**src/rtl/vga_sync_gen_if.sv**
```systemverilog
// Raster-timing bundle between the sync generator and its consumers (colour stage, connector).
// The master drives the timing outputs; the slave supplies the count enable.
interface vga_sync_gen_if;
   logic       EN;
   logic       HSYNC;
   logic       VSYNC;
   logic       ACTIVE;
   logic       BLANK;
   logic [9:0] X;
   logic [9:0] Y;
   logic       LINE_START;
   logic       FRAME_START;

   modport master (
      input  EN,
      output HSYNC, VSYNC, ACTIVE, BLANK, X, Y, LINE_START, FRAME_START
   );

   modport slave (
      output EN,
      input  HSYNC, VSYNC, ACTIVE, BLANK, X, Y, LINE_START, FRAME_START
   );
endinterface

```
**src/rtl/vga_sync_gen.sv**
```systemverilog
// Raster timing generator (default 640x480@60): pixel/line counters with registered sync,
// blanking, coordinates and start strobes; outputs lag the counters by one cycle, EN=0 freezes all.
module vga_sync_gen #(
   parameter int H_ACTIVE = 640,
   parameter int H_FP     = 16,
   parameter int H_SYNC   = 96,
   parameter int H_BP     = 48,
   parameter int V_ACTIVE = 480,
   parameter int V_FP     = 10,
   parameter int V_SYNC   = 2,
   parameter int V_BP     = 33,
   parameter bit HS_POL   = 1'b0,
   parameter bit VS_POL   = 1'b0
) (
   input  logic           CLK,
   input  logic           RST,
   vga_sync_gen_if.master vif
);

   // Totals must fit the 10-bit counters (<= 1024).
   localparam int H_TOTAL = H_ACTIVE + H_FP + H_SYNC + H_BP;
   localparam int V_TOTAL = V_ACTIVE + V_FP + V_SYNC + V_BP;

   localparam logic [9:0] H_LAST     = 10'(H_TOTAL - 1);
   localparam logic [9:0] V_LAST     = 10'(V_TOTAL - 1);
   localparam logic [9:0] H_ACT_END  = 10'(H_ACTIVE);
   localparam logic [9:0] V_ACT_END  = 10'(V_ACTIVE);
   localparam logic [9:0] HS_START   = 10'(H_ACTIVE + H_FP);
   localparam logic [9:0] HS_END     = 10'(H_ACTIVE + H_FP + H_SYNC);
   localparam logic [9:0] VS_START   = 10'(V_ACTIVE + V_FP);
   localparam logic [9:0] VS_END     = 10'(V_ACTIVE + V_FP + V_SYNC);

   logic [9:0] hcnt, vcnt;
   logic [9:0] hcnt_nxt, vcnt_nxt;

   logic       hs_d, vs_d, act_d, ls_d, fs_d;

   logic       hsync_q, vsync_q, active_q, blank_q, line_start_q, frame_start_q;
   logic [9:0] x_q, y_q;

   always_comb begin
      hcnt_nxt = hcnt + 10'd1;
      vcnt_nxt = vcnt;
      if (hcnt == H_LAST) begin
         hcnt_nxt = '0;
         vcnt_nxt = (vcnt == V_LAST) ? '0 : vcnt + 10'd1;
      end
   end

   always_comb begin
      act_d = (hcnt < H_ACT_END) && (vcnt < V_ACT_END);
      hs_d  = (hcnt >= HS_START) && (hcnt < HS_END);
      vs_d  = (vcnt >= VS_START) && (vcnt < VS_END);
      ls_d  = (hcnt == '0);
      fs_d  = (hcnt == '0) && (vcnt == '0);
   end

   // Counters and output registers advance together, only on enabled edges.
   always_ff @(posedge CLK or posedge RST) begin
      if (RST) begin
         hcnt          <= '0;
         vcnt          <= '0;
         hsync_q       <= ~HS_POL;
         vsync_q       <= ~VS_POL;
         active_q      <= 1'b0;
         blank_q       <= 1'b1;
         x_q           <= '0;
         y_q           <= '0;
         line_start_q  <= 1'b0;
         frame_start_q <= 1'b0;
      end else if (vif.EN) begin
         hcnt          <= hcnt_nxt;
         vcnt          <= vcnt_nxt;
         hsync_q       <= hs_d ? HS_POL : ~HS_POL;
         vsync_q       <= vs_d ? VS_POL : ~VS_POL;
         active_q      <= act_d;
         blank_q       <= ~act_d;
         x_q           <= hcnt;
         y_q           <= vcnt;
         line_start_q  <= ls_d;
         frame_start_q <= fs_d;
      end
   end

   assign vif.HSYNC       = hsync_q;
   assign vif.VSYNC       = vsync_q;
   assign vif.ACTIVE      = active_q;
   assign vif.BLANK       = blank_q;
   assign vif.X           = x_q;
   assign vif.Y           = y_q;
   assign vif.LINE_START  = line_start_q;
   assign vif.FRAME_START = frame_start_q;

endmodule

```
**src/flat_wrapper.sv**
```systemverilog
// flat-port wrapper written by rule: the top's interface ports become plain ports
module vga_sync_gen_flat 
#(
   parameter int H_ACTIVE = 640,
   parameter int H_FP     = 16,
   parameter int H_SYNC   = 96,
   parameter int H_BP     = 48,
   parameter int V_ACTIVE = 480,
   parameter int V_FP     = 10,
   parameter int V_SYNC   = 2,
   parameter int V_BP     = 33,
   parameter bit HS_POL   = 1'b0,
   parameter bit VS_POL   = 1'b0
)
  (CLK, RST, vif_EN, vif_HSYNC, vif_VSYNC, vif_ACTIVE, vif_BLANK, vif_X, vif_Y, vif_LINE_START, vif_FRAME_START);
  vga_sync_gen_if vif_i ();
  input  logic CLK;
  input  logic RST;
  input wire logic [$bits(vif_i.EN)-1:0] vif_EN;
  output wire logic [$bits(vif_i.HSYNC)-1:0] vif_HSYNC;
  output wire logic [$bits(vif_i.VSYNC)-1:0] vif_VSYNC;
  output wire logic [$bits(vif_i.ACTIVE)-1:0] vif_ACTIVE;
  output wire logic [$bits(vif_i.BLANK)-1:0] vif_BLANK;
  output wire logic [$bits(vif_i.X)-1:0] vif_X;
  output wire logic [$bits(vif_i.Y)-1:0] vif_Y;
  output wire logic [$bits(vif_i.LINE_START)-1:0] vif_LINE_START;
  output wire logic [$bits(vif_i.FRAME_START)-1:0] vif_FRAME_START;
  assign vif_i.EN = vif_EN;
  assign vif_HSYNC = vif_i.HSYNC;
  assign vif_VSYNC = vif_i.VSYNC;
  assign vif_ACTIVE = vif_i.ACTIVE;
  assign vif_BLANK = vif_i.BLANK;
  assign vif_X = vif_i.X;
  assign vif_Y = vif_i.Y;
  assign vif_LINE_START = vif_i.LINE_START;
  assign vif_FRAME_START = vif_i.FRAME_START;
  vga_sync_gen #(.H_ACTIVE(H_ACTIVE), .H_FP(H_FP), .H_SYNC(H_SYNC), .H_BP(H_BP), .V_ACTIVE(V_ACTIVE), .V_FP(V_FP), .V_SYNC(V_SYNC), .V_BP(V_BP), .HS_POL(HS_POL), .VS_POL(VS_POL)) u_core (.CLK(CLK), .RST(RST), .vif(vif_i));
endmodule
```
**config.mk**
```make
export PLATFORM = sky130hd
export DESIGN_NAME = vga_sync_gen_flat
export DESIGN_NICKNAME = d
export VERILOG_FILES = /design/src/rtl/vga_sync_gen_if.sv /design/src/rtl/vga_sync_gen.sv /design/src/flat_wrapper.sv
export SDC_FILE = /design/constraint.sdc
export NUM_CORES = 1
export LEC_CHECK = 0
export BUFFER_PORTS_ARGS = -buffer_cell sky130_fd_sc_hd__buf_2
export CORE_MARGIN = 3
export CORE_UTILIZATION = 55
export CTS_BUF_LIST = sky130_fd_sc_hd__clkbuf_8
export CTS_CLUSTER_DIAMETER = 120
export DETAILED_ROUTE_END_ITERATION = 7
export PLACE_DENSITY = 0.76
export SYNTH_ARGS = -nofsm -noshare
export SYNTH_HDL_FRONTEND = slang
export SYNTH_SLANG_ARGS = --single-unit
```
**constraint.sdc**
```tcl
create_clock -name CLK -period 5.2 [get_ports CLK]
set_clock_uncertainty 0.2 [all_clocks]
set_input_delay 0.26 -clock CLK [delete_from_list [all_inputs] [get_ports CLK]]
set_output_delay 0.26 -clock CLK [all_outputs]
set_load 0.02 [all_outputs]
```
# [Word level (Yosys, flattened, before mapping)]
# Index checks and enable logic that the tools add are counted.
[word_totals] out_inout_bits=26 latch_bits=0 mem_bits_rw=0 word_cells=32 rom_bits=0 inputBits=3 memories=0 register_bits=46
[op_classes] n_lt_le_gt_ge=6 n_mul=0 shift=0 eq_ne=2 div_mod_pow=0 mux=4 bitwise=1 n_addsub=2 reduce_logical=7
[op_table] operator="adder 10 x 1 -> 10 bit, second input constant" count=2
[op_table] operator="== test 10 bit, second input constant" count=2
[op_table] operator="zero test 10 bit" count=2
[op_table] operator="< comparator 10 bit, second input constant" count=2
[op_table] operator="< comparator 10 x 9 -> 1 bit, second input constant" count=2
[op_table] operator="2-to-1 mux 10 bit" count=2
[op_table] operator=">= comparator 10 bit, second input constant" count=1
[op_table] operator=">= comparator 10 x 9 -> 1 bit, second input constant" count=1
[op_table] operator="logical AND 1 bit" count=4
[op_table] operator="2-to-1 mux 1 bit" count=2
[op_table] operator="AND reduction 2 bit" count=1
[op_table] operator="NOT 1 bit" count=1

# [Depth between registers and ports, before layout]
# Gate-level depths: netlist of run 1.
[logic_depth] ltp_word=3 mapped_depth=6 mapped_depth_nobuf=6

# [Least setup slack after synthesis of run 1]
# Ideal clock, no wire load.
[synth_path] kind="register to register" startpoint="register u_core.hcnt[0]" endpoint="register u_core.vcnt[2]" setup_time_ps=121 stages_incl_launch_ff=7 synth_period_minus_slack_ps=1841 arrival_ps=1519 path_slack_ps=3359 t_required_ps=4879 n_path_buf=1 path_cell_list="dfrtp_1 > ha_1 > and4_2 > and3_2 > buf_4 > and2_1 > o22a_1"
[synth_between] elab_chain_cells=2
[synth_lines] item="start: declaration" line="vga_sync_gen.sv:33" rtl="logic [9:0] hcnt, vcnt;"
[synth_lines] item="start signal: assignment" line="vga_sync_gen.sv:72" rtl="hcnt <= hcnt_nxt;"
[synth_lines] item="== test 10 bit" line="vga_sync_gen.sv:44" rtl="if (hcnt == H_LAST) begin"
[synth_lines] item="AND reduction 2 bit (no source line)"
[synth_lines] item="end signal: assignment" line="vga_sync_gen.sv:73" rtl="vcnt <= vcnt_nxt;"
[synth_lines] item="end: declaration" line="vga_sync_gen.sv:33"
# Every way passes these cells.
# A chain may end at the register's enable or synchronous reset.

# [Worst setup path after layout of run 1]
[layout_path] startpoint="register u_core.vcnt[1]" endpoint="register u_core.vcnt[4]"
[layout_between] elab_chain_cells=2 word_cells_on_any_way=3 classes_between="add/sub (1); eq/ne (1); mux (1)"
[layout_lines] item="adder 10 x 1 -> 10 bit or == test 10 bit (tied branches)" line="vga_sync_gen.sv:46" rtl="vcnt_nxt = (vcnt == V_LAST) ? '0 : vcnt + 10'd1;"
[layout_lines] item="2-to-1 mux 10 bit *" line="vga_sync_gen.sv:46"
# Every way passes the cells marked *; elsewhere a longest branch is shown, timed or not.

==> summary.txt, run 1 <==
status: finished, final reports clean
Post-Synthesis Cells: 190
CTS tree: done
Syn Area/Cell: 11.6 um2
DR pass1 iterations: 4
Int Pwr: 543 uW
Worst Tran Pin Value: 733 ps
startpoint types: register
Max VDD drop: 0.000237 V
Initial Util: 58.3%
root buf cell: clkbuf_8
first-pass GRT wire length: 7480 um
largest net degree at the start of global routing: 47
later-pin clock latency in the skew report: 290 ps
initial DRC count: 117
Area Overhead vs Synth: 7.68%
endpoints failing setup: 0
HP Class: register to register
CTS max path bufs: 2
vias per inst: 5.87
Seq/Total Area, Yosys: 52.5%
layout cell share with drive strength beyond 1: 29.8%
Fin. Hold Viols: 0
Buffers on Ports: 28
Final period util: 39.6%
via count: 1545
Final nets: 222
Post-Syn Area: 2200 um2
H-tree level count: 2
I/O pins: 29
CP max-delay cell: dfrtp_1
Netlist cell types: 46
Syn Nets: 197
FF+latch count, synth: 46
Post-CTS Setup Inserts: 0
Hold Slack: 295 ps
post-cts sizing count: 0
Avg WL per Cell: 16.2 um
Worst Path Max Fanout: 7
Async S/R FF share, synth: 100%
multi-input logic area: 878 um2
crit path kind: register to register
gp weighted congestion: 0.887
Seq. cell area: 1150 um2
die height: 69.2 um
WP data required: 5230 ps
Syn. warnings: 0
maxcap violations: 0
final WL: 4270 um
residual DRC count: 0
clock share of power: 25.2%
Crit path largest cell delay: 480 ps
Antenna Cells: 0
WP data arrival: 2100 ps
crit path time final: 2060 ps
crit end category: register
EDFF count, synth: 0
post-DP HPWL: 3030 um
die footprint: 4790 um2
final setup TNS: 0 ps
initial antenna violation count: 0
Overall Power: 778 uW
row count: 22
switch share: 30.2%
Worst-path clk slew: 80 ps
Most used DFF post-synth: dfrtp_1
total CTS buffers: 5
Core ar.: 3770 um2
fmax: 0.485 GHz
Slew Viols, Final: 0
DIE WIDTH: 69.2 um
pwr dens: 329 nW/um2
P_leak: 1.15 nW
Flop pwr share: 57.1%
Gate power share: 17.7%
gr usage total: 19.5%
crit path cell chain: inv_1 -> ha_1 -> and2b_2 -> and3_2 -> or4_1 -> nand2_1
RSZ-0062 raised after global routing: no
fillers: 318
Net Sw Power: 235 uW
vias in the first global route: 1510
Max-slew headroom: 51.1%
clk sinks: 46
global route total overflow: 0
antenna viol nets, final: 0
[flip-flops by register name, summed over array words and instances (netlist names)]
signal and flops:
u_core.vif.ACTIVE 1, u_core.vif.X 10, u_core.vif.BLANK 1, u_core.hcnt 10, u_core.vif.VSYNC 1, u_core.vif.LINE_START 1, u_core.vif.FRAME_START 1, u_core.vif.HSYNC 1
u_core.vcnt 10, u_core.vif.Y 10
[power groups by stage]
stage | Combinational, mW | Sequential [mW] | Clock, mW
5_1_grt | 0.152 | 0.450 | 0.221
4_1_cts | 0.139 | 0.443 | 0.204
3_3_place_gp | 0.134 | 0.446 | 0
6_report | 0.138 | 0.445 | 0.196
3_5_place_dp | 0.138 | 0.450 | 0
2_1_floorplan | 0.128 | 0.451 | 0
[metrics by stage]
stage	std cells	cell area, um2	utilization, %	setup slack [ps]
finish	263	2370	62.8	3140
global route	263	2370	62.8	2980
CTS	263	2370	62.8	3140
detailed placement	255	2280	60.5	2890
global placement	255	2280	60.5	3000
floorplan	190	2200	-	3360
[routing by layer]
layer | global-route usage (%) | wire, um | up-vias
li1 | - | - | 732
met1 | 27.6 | 1940 | 751
met2 | 29.7 | 2050 | 56
met3 | 3.48 | 241 | 6
met4 | 8.03 | 38 | 0
met5 | 0 | 0 | -
[worst paths after layout]
kind                       cells past startpoint  slack (ps)             start               end
max in group asynchronous                      4        3990               RST  u_core.vif.BLANK
max                                            6        3140    u_core.vcnt[1]    u_core.vcnt[4]
min                                            2         290  u_core.vif.VSYNC  u_core.vif.VSYNC
min in group asynchronous                      4         430               RST   u_core.vif.Y[1]
min reg2reg                                    2         290  u_core.vif.VSYNC  u_core.vif.VSYNC
max reg2reg                                    6        3140    u_core.vcnt[1]    u_core.vcnt[4]
[logic make-up (layout without fill, tap and decap cells)]
kind of cell             after synthesis  in the layout  share of synthesized area [%]
XOR/XNOR                               8              8                           3.19
flip-flops                            46             46                           52.5
multiplexers                          19             19                           9.73
AO/OA/AOI/OAI                         28             28                           7.85
adder cells (fa/ha/maj)                4              4                           2.28
AND/OR/NAND/NOR                       62             62                           16.9
buffers and inverters                 23             48                           7.56
[worst max-delay path, delay by kind of cell (launching register included)]
kind / cells / cell delay, ps
adder cells (fa/ha/maj): 1 / 200
flip-flops: 1 / 480
buffers and inverters: 1 / 120
AND/OR/NAND/NOR: 4 / 1000
[cells in the final DEF, fill, tap and decap left out, types with 2 or more instances in the layout]
cell and count:
nand3_1 6, o21ai_0 14, nor2_1 5, clkbuf_8 5, a21oi_1 2, or3_1 2, dfrtp_1 43, nor4_1 3
xor2_1 2, ha_1 4, inv_1 12, xnor2_1 6, nand4_1 9, buf_2 28, or4_1 2, nand2_1 11
nor3_1 7, and3_2 3, and3_1 6, mux2_2 19, o31ai_1 2, dfstp_2 3
[repair_timing]
action / CTS / global route
setup endpoints to repair: 0 / 0
endpoints found under the hold margin: 43 / 0
hold buffers: 1 / 0
[final cells by class]
type,instances,area share (%)
Clock buffer,5,2.91
Clock inverter,2,0.317
Inverter,11,1.74
Multi-Input combinational cell,121,37.1
Sequential cell,46,48.8
Tap cell,48,2.54
Timing Repair Buffer,30,6.66
[cells in the mapped netlist (3+ instances only)]
cell	instances	area [um2]
o21ai_0	14	70.1
mux2_2	19	214
dfstp_2	3	78.8
nor3_1	7	35.0
nor2_1	5	18.8
and3_2	3	22.5
nor4_1	3	18.8
ha_1	4	50.1
nand3_1	6	30.0
inv_1	11	41.3
nand2_1	11	41.3
dfrtp_1	43	1080
xnor2_1	6	52.6
nand4_1	9	56.3
and3_1	6	37.5
Note: power is estimated with default switching activity, not from simulation.
==> run 2: changes to the inputs <==
==> constraint.sdc (replaced) <==
create_clock -name CLK -period 1.9 [get_ports CLK]
set_clock_uncertainty 0.2 [all_clocks]
set_input_delay 0.095 -clock CLK [delete_from_list [all_inputs] [get_ports CLK]]
set_output_delay 0.095 -clock CLK [all_outputs]
set_load 0.02 [all_outputs]
==> run 2 against run 1 <==
Global-route usage up 0.17 points. Sequential share of layout area down 2.7 points. Cell count up 6.5%. Worst setup slack worse by 3100 ps. Total power rose to 2.9 times the previous value.
==> summary.txt, run 2 (same netlist as run 1, synthesis figures left out) <==
DIE WIDTH: 69.2 um
status: finished, final reports clean
hold path depth: 4
startpoint types: register
crit path kind: register to register
endpoints failing setup: 0
antenna viol nets, final: 0
fillers: 282
Antenna Cells: 0
Max VDD drop: 0.000562 V
Final nets: 238
Fin. Hold Viols: 0
gr usage total: 19.6%
Max-slew headroom: 53.6%
Worst Path Max Fanout: 4
Area Overhead vs Synth: 14.1%
gp weighted congestion: 0.929
DR pass1 iterations: 4
hold wc startpoint: vif_EN
vias in the first global route: 1636
Avg WL per Cell: 15.5 um
Core ar.: 3770 um2
pwr dens: 886 nW/um2
I/O pins: 29
row count: 22
Seq. cell area: 1150 um2
CTS tree: done
initial DRC count: 126
WP data required: 1940 ps
Hold Slack: 8.02 ps
Worst Setup SP: u_core.hcnt[0]
P_leak: 1.23 nW
global route total overflow: 0
via count: 1621
multi-input logic area: 885 um2
final worst slack: 76.7 ps
crit end category: register
residual DRC count: 0
Final period util: 96.0%
Initial Util: 58.3%
crit path time final: 1820 ps
WP data arrival: 1860 ps
Slew Viols, Final: 0
dpl ws: 76.9 ps
Worst-path clk slew: 90 ps
Buffers on Ports: 28
Worst Tran Pin Value: 692 ps
CTS max path bufs: 2
worst-case reg-to-reg path depth: 5
maxcap violations: 0
commonest non-fill, non-tap cell in the layout: dfrtp_1
layout cell share with drive strength beyond 1: 35.8%
clk sinks: 46
total CTS buffers: 5
die height: 69.2 um
largest net degree at the start of global routing: 24
H-tree level count: 2
final WL: 4330 um
die footprint: 4790 um2
fmax: 0.548 GHz
Reg2Reg Setup Slack: 80 ps
root buf cell: clkbuf_8
later-pin clock latency in the skew report: 300 ps
initial antenna violation count: 0
first-pass GRT wire length: 7650 um
most frequent cells in the layout: 43 x dfrtp_1, 28 x buf_2, 19 x mux2_2, 17 x buf_4, 13 x o21ai_0
HP Class: input pin to register
post-DP HPWL: 3090 um
Worst R2R Start: u_core.hcnt[0]
vias per inst: 5.79
==> run 2: changes by cell type in the layout (fill, tap and decap cells not counted) <==
cell and delta:
ha_1 -1, ha_2 +1, clkinv_2 +1, clkbuf_8 +1
inv_1 -1, o21ai_0 -1, and3_4 +1, and3_2 -1
buf_4 +16, o21ai_1 +1
==> run 2: worst paths after layout <==
check,end
min,u_core.vif.HSYNC
min in group asynchronous,u_core.hcnt[5]
max reg2reg,u_core.vcnt[4]
max in group asynchronous,u_core.vif.BLANK
min reg2reg,u_core.vif.HSYNC
max,u_core.vcnt[4]
==> run 2: power by group <==
group / switching (mW) / leakage, nW / internal, mW
Sequential: 0.115 / 0.601 / 1.09
Combinational: 0.240 / 0.581 / 0.186
Clock: 0.308 / 0.0524 / 0.288
Total: 0.663 / 1.23 / 1.56
==> run 2: worst max-delay path: stages (launching register included) <==
cell and delay [ps]:
dfrtp_1 390, ha_2 220, and4_2 280, nand3_2 80, or4_1 510, nand2_1 80
==> run 2: per-stage QoR <==
| step | setup TNS (ps) | total power [mW] | cell area [um2] | utilization (%) | instances |
|---|---|---|---|---|---|
| after floorplan | 0 | 1.58 | 2200 | - | 190 |
| after global placement | 0 | 1.61 | 2370 | 62.9 | 267 |
| after detailed placement | 0 | 1.63 | 2370 | 62.9 | 267 |
| after CTS | 0 | 2.23 | 2470 | 65.6 | 276 |
| after global routing | -13.7 | 2.35 | 2510 | 66.6 | 280 |
| final | 0 | 2.22 | 2510 | 66.6 | 280 |
==> run 2: area by class of cell <==
cell class	instances	area share, %
Clock buffer	6	3.29
Clock inverter	2	0.349
Inverter	11	1.65
Multi-Input combinational cell	121	35.2
Sequential cell	46	46.0
Tap cell	48	2.39
Timing Repair Buffer	46	11.1
==> run 2: metal layers <==
metal / vias up / part of all wire, % / GRT usage (%)
li1: 768 / - / -
met1: 795 / 47 / 27.7
met2: 54 / 46 / 29.0
met3: 4 / 6.0 / 4.64
met4: 0 / 0.76 / 8.46
met5: - / 0 / 0
==> run 2: repair_timing <==
item / in CTS / in global routing
buffers inserted: 0 / 4
hold endpoints to repair: 19 / 0
setup endpoints to repair: 0 / 8
hold buffers: 1 / 0
resized for setup: 0 / 3
